### config.mk
export PLATFORM = sky130hd
export DESIGN_NAME = md_unit
export DESIGN_NICKNAME = d
export VERILOG_FILES = /design/src/rtl/md_pkg.sv /design/src/rtl/md_sign_fix.sv /design/src/rtl/md_unit.sv
export SDC_FILE = /design/constraint.sdc
export NUM_CORES = 1
export LEC_CHECK = 0
export ABC_AREA = 1
export CAP_MARGIN = 20
export CORE_ASPECT_RATIO = 1.25
export CORE_UTILIZATION = 45
export CTS_CLUSTER_DIAMETER = 50
export DETAILED_ROUTE_END_ITERATION = 10
export SYNTH_ARGS = -nofsm -noshare
export SYNTH_HDL_FRONTEND = slang
export SYNTH_SLANG_ARGS = --single-unit
### constraint.sdc
create_clock -name clk -period 3.7 [get_ports clk]
set_input_delay 0.555 -clock clk [delete_from_list [all_inputs] [get_ports clk]]
set_output_delay 0.555 -clock clk [all_outputs]
set_load 0.1 [all_outputs]
### src/rtl/md_pkg.sv
`default_nettype none
// ============================================================================
// Module      : md_pkg
// Description : Shared encodings for the iterative multiply/divide unit:
//               operation codes, FSM state codes and a signedness helper.
// Revision    : 1.0 - initial release
// ============================================================================
package md_pkg;

    // Operation codes presented on md_unit.op (6 and 7 are reserved)
    localparam logic [2:0] OP_MULT  = 3'd0;
    localparam logic [2:0] OP_MULTU = 3'd1;
    localparam logic [2:0] OP_DIV   = 3'd2;
    localparam logic [2:0] OP_DIVU  = 3'd3;
    localparam logic [2:0] OP_MTHI  = 3'd4;
    localparam logic [2:0] OP_MTLO  = 3'd5;

    // FSM state codes
    localparam logic [1:0] ST_IDLE = 2'd0;
    localparam logic [1:0] ST_MUL  = 2'd1;
    localparam logic [1:0] ST_DIV  = 2'd2;
    localparam logic [1:0] ST_FIX  = 2'd3;

    // True for the two's-complement flavours of multiply and divide
    function automatic logic op_is_signed(input logic [2:0] op);
        return (op == OP_MULT) || (op == OP_DIV);
    endfunction

endpackage
`default_nettype wire

### src/rtl/md_sign_fix.sv
`default_nettype none
// ============================================================================
// Module      : md_sign_fix
// Description : Combinational sign helpers for md_unit. On the operand side
//               it extracts sign flags and magnitudes (signed ops only); on
//               the result side it conditionally negates product, quotient
//               and remainder.
// Ports       : a_i, b_i, signed_i        -> sign_a_o, sign_b_o,
//                                            mag_a_o, mag_b_o
//               prod_i, neg_prod_i         -> prod_o
//               quo_i, neg_quo_i           -> quo_o
//               rem_i, neg_rem_i           -> rem_o
// Revision    : 1.0 - initial release
// ============================================================================
module md_sign_fix #(
    parameter int WIDTH = 32
) (
    input  logic [WIDTH-1:0]   a_i,
    input  logic [WIDTH-1:0]   b_i,
    input  logic               signed_i,
    output logic               sign_a_o,
    output logic               sign_b_o,
    output logic [WIDTH-1:0]   mag_a_o,
    output logic [WIDTH-1:0]   mag_b_o,
    input  logic [2*WIDTH-1:0] prod_i,
    input  logic               neg_prod_i,
    output logic [2*WIDTH-1:0] prod_o,
    input  logic [WIDTH-1:0]   quo_i,
    input  logic               neg_quo_i,
    output logic [WIDTH-1:0]   quo_o,
    input  logic [WIDTH-1:0]   rem_i,
    input  logic               neg_rem_i,
    output logic [WIDTH-1:0]   rem_o
);

    // Sign flags are already qualified by signedness, so downstream logic
    // never needs to look at the op again. The magnitude of the most-negative
    // value wraps to itself, which is exactly 2^(WIDTH-1) read as unsigned.
    assign sign_a_o = signed_i & a_i[WIDTH-1];
    assign sign_b_o = signed_i & b_i[WIDTH-1];
    assign mag_a_o  = sign_a_o ? -a_i : a_i;
    assign mag_b_o  = sign_b_o ? -b_i : b_i;

    assign prod_o   = neg_prod_i ? -prod_i : prod_i;
    assign quo_o    = neg_quo_i  ? -quo_i  : quo_i;
    assign rem_o    = neg_rem_i  ? -rem_i  : rem_i;

endmodule
`default_nettype wire

### src/rtl/md_unit.sv
`default_nettype none
// ============================================================================
// Module      : md_unit
// Description : Iterative multiply/divide unit with HI/LO result registers.
//               MULT/MULTU use one shift-add step per cycle, DIV/DIVU one
//               restoring step per cycle, followed by a FIX cycle that
//               applies signs and writes HI/LO. MTHI/MTLO write in one cycle.
// Ports       : clk, reset (async, active-low)
//               start, op, a, b  - request (sampled only while idle)
//               cancel           - abort in-flight operation, no HI/LO write
//               busy             - operation in flight (stall the pipeline)
//               done             - one-cycle pulse after HI/LO written
//               hi, lo           - result registers
// Revision    : 1.0 - initial release
// ============================================================================
module md_unit
    import md_pkg::*;
#(
    parameter int WIDTH = 32,
    parameter int CNT_W = $clog2(WIDTH + 1)
) (
    input  logic             clk,
    input  logic             reset,
    input  logic             start,
    input  logic [2:0]       op,
    input  logic [WIDTH-1:0] a,
    input  logic [WIDTH-1:0] b,
    input  logic             cancel,
    output logic             busy,
    output logic             done,
    output logic [WIDTH-1:0] hi,
    output logic [WIDTH-1:0] lo
);

    logic [1:0]         state_q,  state_d;
    logic [CNT_W-1:0]   cnt_q,    cnt_d;
    logic               sa_q,     sa_d;
    logic               sb_q,     sb_d;
    logic               is_div_q, is_div_d;
    logic               div0_q,   div0_d;
    logic [WIDTH-1:0]   opnd_q,   opnd_d;   // multiplicand or divisor magnitude
    logic [2*WIDTH-1:0] prod_q,   prod_d;   // product; multiplier in low half
    logic [WIDTH-1:0]   rem_q,    rem_d;
    logic [WIDTH-1:0]   quo_q,    quo_d;    // dividend shifts out, quotient in
    logic [WIDTH-1:0]   hi_q,     hi_d;
    logic [WIDTH-1:0]   lo_q,     lo_d;
    logic               done_q,   done_d;

    logic               sign_a, sign_b;
    logic [WIDTH-1:0]   mag_a, mag_b;
    logic [2*WIDTH-1:0] prod_fix;
    logic [WIDTH-1:0]   quo_fix, rem_fix;

    md_sign_fix #(.WIDTH(WIDTH)) u_sign_fix (
        .a_i        (a),
        .b_i        (b),
        .signed_i   (op_is_signed(op)),
        .sign_a_o   (sign_a),
        .sign_b_o   (sign_b),
        .mag_a_o    (mag_a),
        .mag_b_o    (mag_b),
        .prod_i     (prod_q),
        .neg_prod_i (sa_q ^ sb_q),
        .prod_o     (prod_fix),
        .quo_i      (quo_q),
        .neg_quo_i  (sa_q ^ sb_q),
        .quo_o      (quo_fix),
        .rem_i      (rem_q),
        .neg_rem_i  (sa_q),
        .rem_o      (rem_fix)
    );

    // Shift-add: add the multiplicand into the upper half when the current
    // multiplier bit is set, then shift the whole product right, carry
    // included.
    logic [WIDTH:0]     mul_sum;
    logic [2*WIDTH-1:0] mul_next;
    assign mul_sum  = {1'b0, prod_q[2*WIDTH-1:WIDTH]}
                    + (prod_q[0] ? {1'b0, opnd_q} : {(WIDTH+1){1'b0}});
    assign mul_next = {mul_sum, prod_q[WIDTH-1:1]};

    // Restoring step on a WIDTH+1-bit working remainder; the extra bit of
    // the difference is the borrow deciding the quotient bit.
    logic [WIDTH:0]   rem_shift;
    logic [WIDTH+1:0] div_diff;
    assign rem_shift = {rem_q, quo_q[WIDTH-1]};
    assign div_diff  = {1'b0, rem_shift} - {2'b00, opnd_q};

    always_comb begin
        state_d  = state_q;
        cnt_d    = cnt_q;
        sa_d     = sa_q;
        sb_d     = sb_q;
        is_div_d = is_div_q;
        div0_d   = div0_q;
        opnd_d   = opnd_q;
        prod_d   = prod_q;
        rem_d    = rem_q;
        quo_d    = quo_q;
        hi_d     = hi_q;
        lo_d     = lo_q;
        done_d   = 1'b0;

        case (state_q)
            ST_IDLE: begin
                if (start && !cancel) begin
                    case (op)
                        OP_MTHI: hi_d = a;
                        OP_MTLO: lo_d = a;
                        OP_MULT, OP_MULTU: begin
                            state_d  = ST_MUL;
                            cnt_d    = CNT_W'(WIDTH);
                            sa_d     = sign_a;
                            sb_d     = sign_b;
                            is_div_d = 1'b0;
                            div0_d   = 1'b0;
                            opnd_d   = mag_a;
                            prod_d   = {{WIDTH{1'b0}}, mag_b};
                        end
                        OP_DIV, OP_DIVU: begin
                            state_d  = ST_DIV;
                            cnt_d    = CNT_W'(WIDTH);
                            sa_d     = sign_a;
                            sb_d     = sign_b;
                            is_div_d = 1'b1;
                            div0_d   = (b == '0);
                            opnd_d   = mag_b;
                            rem_d    = '0;
                            quo_d    = mag_a;
                        end
                        default: ;
                    endcase
                end
            end
            ST_MUL: begin
                prod_d = mul_next;
                cnt_d  = cnt_q - CNT_W'(1);
                if (cnt_q == CNT_W'(1)) state_d = ST_FIX;
            end
            ST_DIV: begin
                if (!div_diff[WIDTH+1]) begin
                    rem_d = div_diff[WIDTH-1:0];
                    quo_d = {quo_q[WIDTH-2:0], 1'b1};
                end else begin
                    rem_d = rem_shift[WIDTH-1:0];
                    quo_d = {quo_q[WIDTH-2:0], 1'b0};
                end
                cnt_d = cnt_q - CNT_W'(1);
                if (cnt_q == CNT_W'(1)) state_d = ST_FIX;
            end
            default: begin // ST_FIX
                state_d = ST_IDLE;
                done_d  = 1'b1;
                if (is_div_q) begin
                    // Divide by zero leaves the remainder equal to the
                    // dividend naturally; only the quotient needs forcing.
                    hi_d = rem_fix;
                    lo_d = div0_q ? {WIDTH{1'b1}} : quo_fix;
                end else begin
                    hi_d = prod_fix[2*WIDTH-1:WIDTH];
                    lo_d = prod_fix[WIDTH-1:0];
                end
            end
        endcase

        // Abort overrides everything, including the FIX write.
        if (cancel && (state_q != ST_IDLE)) begin
            state_d = ST_IDLE;
            hi_d    = hi_q;
            lo_d    = lo_q;
            done_d  = 1'b0;
        end
    end

    always_ff @(posedge clk or negedge reset) begin
        if (!reset) begin
            state_q  <= ST_IDLE;
            cnt_q    <= '0;
            sa_q     <= 1'b0;
            sb_q     <= 1'b0;
            is_div_q <= 1'b0;
            div0_q   <= 1'b0;
            opnd_q   <= '0;
            prod_q   <= '0;
            rem_q    <= '0;
            quo_q    <= '0;
            hi_q     <= '0;
            lo_q     <= '0;
            done_q   <= 1'b0;
        end else begin
            state_q  <= state_d;
            cnt_q    <= cnt_d;
            sa_q     <= sa_d;
            sb_q     <= sb_d;
            is_div_q <= is_div_d;
            div0_q   <= div0_d;
            opnd_q   <= opnd_d;
            prod_q   <= prod_d;
            rem_q    <= rem_d;
            quo_q    <= quo_d;
            hi_q     <= hi_d;
            lo_q     <= lo_d;
            done_q   <= done_d;
        end
    end

    assign busy = (state_q != ST_IDLE);
    assign done = done_q;
    assign hi   = hi_q;
    assign lo   = lo_q;

endmodule
`default_nettype wire

* After elaboration in Yosys (flattened, before gate mapping)
Cells that the tools add are included.
Storage, ports and cells: register bits 237, input port bits 71, output and inout bits 66, word-level logic and storage cells 107
Cells by class: $add $sub $neg 8, eq/ne operators 17, mux-type cells 39, bitwise gates (word level) 5, reduce and logical (&&, ||, !) cells 25
Operator list (number):
- 32-bit 2-to-1 mux | 17
- 32-bit one-hot mux with 2 select lines | 5
- 64-bit 2-to-1 mux | 3
- 32-bit negation | 4
- 64-bit one-hot mux with 2 select lines | 1
- 64-bit negation | 1
- 33-bit by 32-bit subtractor with 34-bit output | 1
- 32-bit by 32-bit adder with 33-bit output | 1
- 32-bit zero test | 1
- 3-bit AND reduction | 6
- 6-bit 2-to-1 mux | 2
- 6-bit one-hot mux with 2 select lines | 1
- 2-bit nonzero test | 5
- 2-bit by 1-bit inequality test with 1-bit output (second input constant) | 4
- 2-bit one-hot mux with 2 select lines | 2
- 4-bit AND reduction | 2
- 3-bit by 2-bit equality test with 1-bit output (second input constant) | 2
- 3-bit equality test (second input constant) | 2
- 6-bit by 1-bit equality test with 1-bit output (second input constant) | 1
- 2-bit 2-to-1 mux | 3
- 2-bit OR reduction | 3
- 6-bit by 1-bit subtractor with 6-bit output (second input constant) | 1
- 2-bit inequality test (second input constant) | 2
- 4-bit by 2-bit inequality test with 1-bit output (second input constant) | 1
- other kinds (17) | 23

* Depth between registers and ports, before layout
Gate-level depths: netlist (run 1).
depth in word-level cells 7, gate-level depth with buffers 17, depth with buffers taken out 17

* Modules after synthesis
From an unflattened synthesis (run 1), not the netlist that was laid out.
Unflattened totals: cell total of the unflattened synthesis 3588, area, all modules 22163.8 um2
Modules (own cells, without submodules):
- md_unit | times used 1, cells an instance 2323, area each 16066.7 um2, seq. area each 5930.7 um2
- md_sign_fix | times used 1, cells an instance 1265, area each 6097.1 um2, seq. area each 0.0 um2

* Worst setup path after synthesis (run 1)
OpenSTA, ideal clock, no wires.
kind reg-to-reg, start register prod_q[0], end register prod_q[54], setup time 131 ps, data arrival time 2075 ps, required time 3569 ps, path slack 1494 ps, stages on the path, launching flop included 16, path buffers 2, period minus slack after synthesis 2206 ps, cells stage by stage dfrtp_1 -> buf_2 -> clkbuf_1 -> nand2_1 -> inv_1 -> ha_1 -> nand2_1 -> nor2_1 -> inv_1 -> nor2_1 -> nand2_1 -> nand2_1 -> a21oi_1 -> or2_2 -> nand3_1 -> o21ai_0
Between the ends: word-level cells in the longest chain between the ends 3
RTL lines:
- start: declaration | line md_unit.sv:42 | logic [2*WIDTH-1:0] prod_q, prod_d;
- start signal: assignment | line md_unit.sv:198 | prod_q <= prod_d;
- 32-bit 2-to-1 mux | line md_unit.sv:79 | + (prod_q[0] ? {1'b0, opnd_q} : {(WIDTH+1){1'b0}});
- 32-bit by 32-bit adder with 33-bit output | line md_unit.sv:79
- 64-bit one-hot mux with 2 select lines | line md_unit.sv:104 | case (state_q)
Every way passes these cells. A chain may end at the register's enable or synchronous reset.

* Worst setup path in the final report (run 1)
start register prod_q[0], end register lo_q[26] (netlist: lo[26])
Between the ends: word-level cells in the longest chain between the ends 4
RTL lines:
- 64-bit negation | line md_sign_fix.sv:44 | assign prod_o = neg_prod_i ? -prod_i : prod_i;
- 64-bit 2-to-1 mux | line md_sign_fix.sv:44
- 32-bit 2-to-1 mux | line md_unit.sv:154 | if (is_div_q) begin
- 32-bit one-hot mux with 2 select lines | line md_unit.sv:104
- end signal: assignment | line md_unit.sv:202 | lo_q <= lo_d;
- end: declaration | line md_unit.sv:46 | logic [WIDTH-1:0] lo_q, lo_d;
Every way passes these cells.

==> results by group, run 1 <==
Worst hold path
  – Hold Path Class: primary input to asynchronous set/reset pin

Setup path
  – CP delay by family, top: simple AND/OR/NAND/NOR gates
  – Crit path max-delay cell type: xor2_1
  – CP dominant cell by count: nand2_1
  – Worst Path Arrival: about 3.7 ns
  – Worst-path fanout max: 16
  – Crit path required time: between 4 and 5 ns
  – Crit end category: flop
  – WP buf/inv: 2
  – Kind of critical path: flop to flop
  – Max stage delay on crit path: approximately 0.64 ns
  – CP Cell Sequence: buf_4 -> inv_2 -> ha_1 -> nand3_1 -> nor2_1 -> nand3_1 -> nand2_1 -> xor2_1 -> nand2_1 -> nand2_1 -> nand2_1 -> a21oi_1
  – CP Launch Type: flop

Logic synthesis
  – Mean post-synth cell area: 6.242 um^2
  – Main combinational cell family by area after synthesis: simple AND/OR/NAND/NOR gates
  – Mux contribution to synthesized area: 0%
  – Seq/Total Area, Yosys: 28.09%
  – Simple-gate share of the synthesized area: 37.81%
  – Synth Area in Adders: roughly 4.6%
  – Cell area after synthesis: 21110 um^2
  – Post-synthesis cell count: 3382
  – Synthesis-stage register bit count: 237
  – Xor and xnor area share after synthesis: 3.112%
  – Post-synthesis compound-gate area fraction: 16.62%
  – Syn nets: ~3500
  – Asr flop ratio synth: 100.0%
  – Main synth FF type: dfrtp_1
  – Yosys warns: 0
  – Synth cell types: 55
  – EDFF count, synth: 0

Run
  – Total of max-cap violations: 0

Floorplan
  – Die Height: roughly 240 um
  – Die footprint: about 48000 um^2
  – Core area: 46240 um^2
  – Site row count: about 90
  – Die span in x: around 200 um
  – Initial Utilization: 45.65%
  – Top Ports: ~140

Timing
  – Min Hold Slack: -0.01481 ns
  – Setup ws final: 0.5380 ns
  – Final setup fails: 0
  – Fmax: 0.3163 GHz
  – Worst-Margin Slew: about 1.1 ns
  – Min cycle time layout: 3.162 ns
  – Setup TNS Final: 0 ns
  – Worst slew margin: 27.92%
  – Final Hold Fails: 1
  – Final Max Tran Viols: 0
  – Tcrit/Tclk final: 85.46%
  – Skew final: roughly 0.04 ns
  – RSZ-0062 raised after global routing: false

GRT
  – Total gr overflow: 0
  – First-pass GRT wire length: 152700 um
  – Pin count of the biggest net entering global routing: 93
  – Initial antenna violation count: 7
  – Gr usage total: 43.76%
  – Vias in the first global route: roughly 24000

Power and ir drop
  – Lkg Pwr: approximately 12 nW
  – Peak VDD IR: 0.0009456 V
  – PwrDens: 1139 nW/um^2

Layout
  – Share of layout cells above drive strength 1: 5.557%
  – Nets: 3647
  – Area Growth Syn to Fin: 15.44%
  – Final Instance Area: about 24000 um^2

Place
  – GPL Wtd Cong: between 1 and 1.5
  – Port Buffers: 136
  – Post-place setup slack: roughly 0.34 ns
  – Placed inst area: 23080 um^2
  – Hpwl dp: 84900 um

Route
  – Via density: 6.099
  – DRC Markers: 0
  – Antenna-violating nets left: 0
  – DRT iter0 DRCs: 2797
  – Via count: around 25000
  – Total iterations of the first detailed-routing run: 6
  – WL final: about 110000 um
  – Drt wl/cell: 25.56 um

Outcome
  – Status: finished with violations
  – Failing checks: hold timing

Clocking
  – Root buffer cell: clkbuf_16
  – H-tree Lvls: 2
  – Clock buffer depth: 3
  – Clk sinks: 237
  – Clk slew on worst S/H paths: approximately 0.060 ns
  – CTS tree: built
  – CTS buffer count: 37
  – Post CTS Setup Buffer Count: 0
  – Clk_lat worst skew: 0.59 ns
  – Cells resized by post-CTS repair: 0
  – Post-CTS Hold Fix Bufs: 0
## where the power goes
| group | total, mW | switching, mW | internal, mW |
|---|---|---|---|
| clock network | 3.76 | 1.52 | 2.24 |
| logic | 19.0 | 13.9 | 5.02 |
| registers | 5.03 | 1.38 | 3.65 |
## cell usage in the layout, fill, tap and decap left out, drive strengths merged, types with 24 or more instances in the layout
cell / count
o221ai: 38
o22ai: 27
inv: 414
clkdlybuf4s50: 134
buf: 50
nand3: 359
a21oi: 202
xor2: 51
clkbuf: 43
o211ai: 35
nor2: 437
dfrtp: 237
xnor2: 24
nand2: 964
o21ai: 217
nand4: 50
nor3: 29
ha: 75
## sequential cells by signal (all words and copies together) (netlist names)
register,count
cnt_q,6
div0_q,1
done,1
hi,32
is_div_q,1
lo,32
opnd_q,32
prod_q,64
quo_q,32
rem_q,32
sa_q,1
sb_q,1
state_q,2
## layer usage
layer | global-route usage, % | part of all wire, % | up-vias
met3 | 10.41 | 8.6 | 458
li1 | - | - | 11380
met4 | 35.55 | 9.7 | 12
met2 | 71.96 | 46 | 1341
met5 | 0 | 0.087 | -
met1 | 48.25 | 35 | 11900
## logic make-up (layout without fill, tap and decap cells)
logic type / after synthesis / in the layout
fa+ha+maj: 77 / 77
compound gates: 599 / 599
simple gates: 1882 / 1882
buf+inv: 512 / 657
flops: 237 / 237
other cells: 0 / 2
xor+xnor: 75 / 75
## cells in the mapped netlist (3+ instances only)
cell,n,area (um^2)
o22ai_1,27,168.9
a21o_1,13,97.59
a21boi_0,3,22.52
ha_1,75,938.4
buf_1,13,48.80
a21oi_1,201,1006
nand4_1,50,312.8
nand2_1,949,3562
nand3_1,357,1787
buf_2,43,215.2
o21bai_1,8,60.06
dfrtp_1,237,5931
inv_1,389,1460
buf_4,9,67.56
o21ai_1,31,155.2
inv_2,14,52.55
nor2_4,7,78.83
buf_6,6,67.56
a2bb2oi_1,17,148.9
o21ai_0,181,905.9
xor2_1,51,446.7
nand3b_1,17,127.6
clkbuf_1,35,131.4
o211ai_1,35,262.8
nand2_4,3,33.78
or2_1,3,18.77
xnor2_1,24,210.2
o221ai_1,38,332.8
nor4_1,5,31.28
or2_2,14,87.58
o21ai_2,5,43.79
nor2_1,413,1550
a21boi_1,6,45.04
clkinv_1,3,11.26
nand2_2,12,75.07
a31oi_1,6,37.54
a22oi_1,5,37.54
nor2_2,17,106.4
o21a_1,14,105.1
nor3_1,28,140.1
## layout make-up
type	instances	area (um^2)
Antenna cell	2	5.005
Timing Repair Buffer	184	1762
Inverter	406	1524
Sequential cell	237	5931
Clock buffer	43	978.4
Clock inverter	24	307.8
Multi-Input combinational cell	2633	13130
Fill cell	4757	21870
Tap cell	585	732.0
## path summary, 6_finish.rpt
kind / start / to / slack, ns / cells past startpoint
max in group asynchronous: reset / lo[18] / 2.69 / 2
hold / removal: reset / prod_q[47] / -0.01 / 1
hold reg to reg: lo[29] / lo[29] / 0.51 / 2
min in group clk: lo[29] / lo[29] / 0.51 / 2
setup / recovery: prod_q[0] / lo[26] / 0.54 / 12
setup reg to reg: prod_q[0] / lo[26] / 0.54 / 12
## through the flow
step	instances	total power, mW	util (%)
finish	4114	27.76	52.70
global placement	4045	23.16	49.91
CTS	4112	27.11	52.69
floorplan	3382	17.01	-
global route	4112	29.11	52.69
detailed placement	4045	23.31	49.91
(Power assumes the default switching activity.)
==> inputs of run 2 (changes only) <==
Clock period 3.7 ns to 3.78 ns, I/O delays scaled along.
==> results by group, run 2 (synthesis results as in run 1) <==
Route
  – Drt wl/cell: around 26 um
  – Via density: around 6.1
  – Antenna-violating nets left: 0
  – Total iterations of the first detailed-routing run: 6
  – DRC Markers: 0
  – WL final: 105000 um
  – DRT iter0 DRCs: just under 3000
  – Via count: 25150

Layout
  – Max reg flops: 64
  – Final Instance Area: 24210 um^2
  – Nets: 3635
  – Most frequent cells in the layout: nand2_1 (949), nor2_1 (412), inv_1 (388), nand3_1 (357), dfrtp_1 (237)
  – Largest reg by FF count: prod_q
  – Most common cell after layout, fill and taps aside: nand2_1
  – Final core occ: 52.36%
  – Area Growth Syn to Fin: 14.70%
  – Share of layout cells above drive strength 1: between 5 and 6%

GRT
  – Pin count of the biggest net entering global routing: 98
  – Most Used Layer, Global Route: met2
  – First-pass GRT wire length: roughly 150000 um
  – Vias in the first global route: 24250
  – Met2 GRT Util: 71.91%
  – Gr usage total: 43.83%
  – Met3 global-route usage: 8.950%
  – Initial antenna violation count: 4
  – Total gr overflow: 0
  – M1 GR Usage: 49.22%

Place
  – Hpwl dp: between 80000 and 90000 um
  – Post-place setup slack: about 0.022 ns
  – Placed inst area: 22980 um^2
  – Port Buffers: 136
  – GPL Wtd Cong: roughly 1.1

Timing
  – Final Hold Fails: 0
  – Final setup fails: 0
  – Fmax: 0.2942 GHz
  – Worst slew margin: 27.27%
  – Min Hold Slack: 0.4880 ns
  – Setup ws final: 0.3807 ns
  – Skew final: 0.02368 ns
  – Tcrit/Tclk final: 89.93%
  – Setup TNS Final: 0 ns
  – Min cycle time layout: 3.399 ns
  – RSZ-0062 raised after global routing: false
  – Final Max Tran Viols: 0
  – Worst-Margin Slew: 1.080 ns

Floorplan
  – Site row count: 88
  – Initial Utilization: 45.65%
  – Top Ports: 137
  – Die Height: 244.2 um
  – Die footprint: about 48000 um^2
  – Die span in x: 195.7 um
  – Core area: around 46000 um^2

Setup path
  – Crit path required time: ~4.3 ns
  – Kind of critical path: primary input to flop
  – Worst-path fanout max: 18
  – Crit end category: flop
  – CP Launch Type: primary input
  – Worst Path Arrival: 3.87 ns

Clocking
  – Clk slew on worst S/H paths: 0.06 ns
  – CTS tree: built
  – Root buffer cell: clkbuf_16
  – Clock buffer depth: 3
  – Post-CTS Hold Fix Bufs: 1
  – H-tree Lvls: 2
  – Cells resized by post-CTS repair: 0
  – CTS buffer count: 36
  – Clk_lat worst skew: 0.57 ns
  – Post CTS Setup Buffer Count: 0
  – Clk sinks: 237

Worst hold path
  – Hold Path Class: flop to flop

Power and ir drop
  – Lkg Pwr: ~12 nW
  – Peak VDD IR: between 0.0009 and 0.001 V
  – PwrDens: 1093 nW/um^2

Run
  – Total of max-cap violations: 0

Outcome
  – Status: complete, no violations
==> run 2: critical path, cell delays in order <==
cell and delay (ns):
clkdlybuf4s50_1 0.47, nor2_1 0.63, nand2_1 0.46, inv_1 0.48, buf_4 0.33, o31ai_2 0.14, xor2_1 0.49, nand2_1 0.17
o211ai_1 0.12
==> run 2: final cells by class <==
cell class | instances | area, um^2
repair buffers | 173 | 1669
multi-input cells | 2633 | 13130
well taps | 585 | 732.0
clock buffers | 44 | 983.4
flip-flops and latches | 237 | 5931
diodes | 2 | 5.005
fillers | 4791 | 22030
inverters | 406 | 1524
clock inverters | 21 | 239.0
==> run 2: through the flow <==
step | cells | power [mW]
final | 4101 | 26.48
after global routing | 4099 | 27.81
after CTS | 4099 | 25.94
after detailed placement | 4033 | 22.39
after global placement | 4033 | 22.26
after floorplan | 3382 | 16.65
==> run 2: final timing paths <==
kind | from | cells after the start | slack, ns | end
worst max-delay path | op[2] | 9 | 0.38 | opnd_q[16]
worst min-delay path | lo[6] | 1 | 0.49 | lo[6]
worst max register to register | prod_q[0] | 10 | 0.58 | prod_q[51]
worst min register to register | lo[6] | 1 | 0.49 | lo[6]
max in group asynchronous | reset | 3 | 2.20 | lo[3]
min in group asynchronous | reset | 2 | 0.54 | prod_q[49]
==> run 2: layer usage <==
metal  wire (um)  vias to the layer above
met1       36910                    11810
li1            -                    11340
met3        9723                      461
met2       48140                     1533
met5          62                        -
met4       10210                        4
==> run 2: report_power, final <==
part	total (mW)	internal [mW]	switching (mW)
Combinational	18.0	4.83	13.1
Clock	3.49	2.09	1.39
Sequential	5.02	3.56	1.46
